## src/rtl/a429_rx_glitch_filter.sv

```systemverilog
// ARINC429 receive line-leg glitch filter: a level change reaches dat_o only after LEN consecutive differing samples.
// Optional 2-flop input synchroniser enabled by defining A429_RX_FILTER_SYNC_EN.
module a429_rx_glitch_filter #(
  parameter int CLOCK_KHZ = 100000
) (
  input  logic clk_i,
  input  logic rst_i,
  input  logic dat_i,
  input  logic spd_i,
  output logic dat_o
);

  localparam int BIT_CYCLES_100K = CLOCK_KHZ * 10 / 1000;
  localparam int FLT_HI          = (BIT_CYCLES_100K / 10 < 1) ? 1 : BIT_CYCLES_100K / 10;
  localparam int FLT_LO          = 8 * FLT_HI;
  localparam int CNT_W           = $clog2(FLT_LO) + 1;

  localparam logic [CNT_W-1:0] LIM_HI = CNT_W'(FLT_HI - 1);
  localparam logic [CNT_W-1:0] LIM_LO = CNT_W'(FLT_LO - 1);

  logic             w_smp;
  logic [CNT_W-1:0] w_lim;
  logic             r_dat;
  logic [CNT_W-1:0] r_cnt;

`ifdef A429_RX_FILTER_SYNC_EN
  logic r_sync_p0;
  logic r_sync_p1;

  // input synchroniser stages
  always_ff @(posedge clk_i) begin
    if (rst_i) begin
      r_sync_p0 <= 1'b0;
      r_sync_p1 <= 1'b0;
    end else begin
      r_sync_p0 <= dat_i;
      r_sync_p1 <= r_sync_p0;
    end
  end

  assign w_smp = r_sync_p1;
`else
  assign w_smp = dat_i;
`endif

  // Window length follows spd_i every cycle, so a speed change acts on the running count.
  assign w_lim = spd_i ? LIM_HI : LIM_LO;

  // filter stage: any agreeing sample restarts qualification
  always_ff @(posedge clk_i) begin
    if (rst_i) begin
      r_dat <= 1'b0;
      r_cnt <= '0;
    end else if (w_smp == r_dat) begin
      r_cnt <= '0;
    end else if (r_cnt >= w_lim) begin
      r_dat <= w_smp;
      r_cnt <= '0;
    end else begin
      r_cnt <= r_cnt + 1'b1;
    end
  end

  assign dat_o = r_dat;

endmodule

```

## config.mk

```make
export PLATFORM = sky130hd
export DESIGN_NAME = a429_rx_glitch_filter
export DESIGN_NICKNAME = d
export VERILOG_FILES = /design/src/rtl/a429_rx_glitch_filter.sv
export SDC_FILE = /design/constraint.sdc
export NUM_CORES = 1
export LEC_CHECK = 0
export ABC_AREA = 1
export CELL_PAD_IN_SITES_DETAIL_PLACEMENT = 1
export CELL_PAD_IN_SITES_GLOBAL_PLACEMENT = 1
export CORE_MARGIN = 2
export CORE_UTILIZATION = 46
export DETAILED_ROUTE_END_ITERATION = 10
export PLACE_DENSITY = 0.88
export SYNTH_ARGS = -nofsm -noshare
export SYNTH_HDL_FRONTEND = slang
export SYNTH_SLANG_ARGS = --single-unit
export TNS_END_PERCENT = 30
```

## constraint.sdc

```tcl
create_clock -name clk_i -period 2.8 [get_ports clk_i]
set_input_delay 0.7 -clock clk_i [delete_from_list [all_inputs] [get_ports clk_i]]
set_output_delay 0.7 -clock clk_i [all_outputs]
set_load 0.02 [all_outputs]
```

==> results_dict.tcl <==
set metrics [dict create \
    maxCapViolCount 0 \
    die_h_um 47.3 \
    postRouteAntennaNets 0 \
    hold_path.class "reg2reg" \
    slew_viol_final 0 \
    cp-end-kind "register" \
    yosysWarnings 0 \
    p_switching_mw 0.0823 \
    yosysTopAreaCell "dfxtp_1" \
    die_x_um 47.3 \
    syn-num-nets 122 \
    grt_pass1_wl_um 2970 \
    cp.arrival_ns 2.62 \
    clock_latency_ns 0.28 \
    seqPwrFrac_pct 50.4 \
    portBuffers 4 \
    postCtsSetupBuffers 0 \
    vias 700 \
    coreArea_mm2 0.00175 \
    grt.overflow.total 0 \
    vdd_drop_max_mv 0.235 \
    finalClockSkew_ns 0.00512 \
    syn_area_per_cell_um2 7.83 \
    placementRows 15 \
    cts.sinks 12 \
    synth-seq-cells 12 \
    finalSetupViolCount 0 \
    grt_pass1_vias 682 \
    status "complete, no violations" \
    gp_congestion 0.906 \
    p_sw_share_pct 23.8 \
    drc_errors 0 \
    diodes 0 \
    numCtsBuffers 3 \
    area.growth.synth_to_final_pct 12.1 \
    vias_per_cell 4.90 \
    track_usage_pct 19.8 \
    io_pins 5 \
    finalCoreUtilization_pct 55.3 \
    avgRoutedWirePerCell_um 13.2 \
    worst_pin_slew_ns 0.250 \
    critical_path_class "in2reg" \
    fmax_mhz 416 \
    power_density_mw_per_mm2 358 \
    root_buffer "clkbuf_4" \
    synthTopCellsByArea "dfxtp_1, ha_1, xor2_1" \
    tns_ns 0 \
    worst_ep_required_time_ns 3.02 \
    netlist_area_um2 861 \
    dr.pass1.iters 4 \
    clk_pin_slew_ns 0.08 \
    leakage_nw 0.413 \
    cts_resized 0 \
    antenna_found_initial 0 \
    initial_utilization_pct 49.3 \
    worstSetupStartpointType "primary input" \
    fin_nets 131 \
    h-tree-depth 1 \
    die_area_mm2 0.00223 \
    clk_path_buf_depth 2 \
    clockPowerShare_pct 40.9 \
    comb_power_share_pct 8.8 \
    place_hpwl_um 1590 \
    cts_tree "yes" \
    slew_headroom_pct 83.4 \
    drive_above_1_share_pct 30.5 \
    hold_buffers 0 \
    hold_viol_final 0 \
    internal_power_mw 0.263 \
    yosysUniqueCellTypes 18 \
    yosysTopAreaCellShare_pct 27.9 \
    drt_wl_total_um 1890 \
    finalCriticalPeriod_ns 2.40 \
    critPathMaxFanout 11 \
    syn_inst 110 \
    rsz0062_at_grt "no" \
    period_share_pct 85.9 \
    seq_area_frac_synth_pct 27.9 \
    drt-initial-drc-count 6 \
    grt_max_degree 12 \
]
## power by group through the flow
| stage | combinational [mW] | clock, mW | sequential [mW] |
|---|---|---|---|
| 2_1_floorplan | 0.0207 | 0 | 0.177 |
| 3_3_place_gp | 0.0292 | 0 | 0.178 |
| 3_5_place_dp | 0.0304 | 0 | 0.178 |
| 4_1_cts | 0.0304 | 0.145 | 0.174 |
| 5_1_grt | 0.0330 | 0.152 | 0.174 |
| 6_report | 0.0303 | 0.141 | 0.174 |
## cell families (layout without fill, tap and decap cells)
group,Yosys count,in the layout,synth area share [%]
buf+inv,20,28,9.59
xor+xnor,10,10,10.2
flops,12,12,27.9
compound gates,2,2,1.60
simple gates,58,58,39.1
fa+ha+maj,8,8,11.6
## sequential cells by signal (all words and copies together) (netlist names)
signal / count
dat_o: 1
r_cnt: 11
## worst max-delay path, cell delays in order
cell	delay [ns]
clkdlybuf4s50_1	0.60
inv_1	0.10
ha_1	0.34
a21oi_1	0.24
a21oi_2	0.11
nor2_2	0.16
nand3_2	0.08
buf_4	0.20
nor2_2	0.09
## placed cells by master (no fill, tap or decap)
cell             count
buf_4                1
inv_1               14
nand2_1             18
nor2_1              11
clkbuf_4             3
a21oi_2              1
nor2_2              11
xor2_1               8
nor2_4               3
nand3_2              6
clkbuf_8             1
nor3_4               1
xnor2_1              2
clkdlybuf4s50_1      4
nand3_1              4
nor3_2               1
inv_2                5
a21oi_1              1
ha_1                 8
nand2_2              3
dfxtp_1             12
## stage by stage
step           area (µm²)  total power, mW  hold slack, ns  setup slack [ns]  cells
2_1_floorplan         861            0.198           0.450             0.957    110
3_3_place_gp          928            0.207           0.469             0.200    139
3_5_place_dp          928            0.208           0.490            0.0924    139
4_1_cts               965            0.350           0.511             0.377    143
5_1_grt               965            0.359           0.517             0.240    143
6_report              965            0.346           0.510             0.396    143
## layer usage
| metal | GRT usage [%] | share of wire (%) | vias to the layer above |
|---|---|---|---|
| li1 | - | - | 349 |
| met1 | 22.6 | 43 | 335 |
| met2 | 35.7 | 53 | 9 |
| met3 | 1.54 | 1.3 | 7 |
| met4 | 11.7 | 2.9 | 0 |
| met5 | 0 | 0 | - |
## cells in the mapped netlist
| master | instances |
|---|---|
| xnor2_1 | 2 |
| nor2_4 | 3 |
| nand2_2 | 3 |
| xor2_1 | 8 |
| nand3_2 | 6 |
| nor2_1 | 11 |
| nor3_2 | 1 |
| buf_6 | 1 |
| a21oi_2 | 1 |
| nand2_1 | 18 |
| a21oi_1 | 1 |
| inv_2 | 5 |
| inv_1 | 14 |
| dfxtp_1 | 12 |
| nor2_2 | 11 |
| nor3_4 | 1 |
| ha_1 | 8 |
| nand3_1 | 4 |
## worst paths after layout
path                            startpoint       end  slack, ns  cells past startpoint
worst max register to register    r_cnt[6]  r_cnt[3]       1.14                      7
worst min-delay path              r_cnt[0]  r_cnt[0]       0.51                      1
worst min register to register    r_cnt[0]  r_cnt[0]       0.51                      1
worst max-delay path                 spd_i  r_cnt[3]       0.40                      9
## final cells by class
type,instances,area (µm²)
inverter,19,71.3
multi-input combinational,78,538
fill,241,781
tap,25,31.3
clock buffer,4,36.3
sequential,12,240
timing repair buffer,5,47.5
Power figures use the tool's default switching activity.
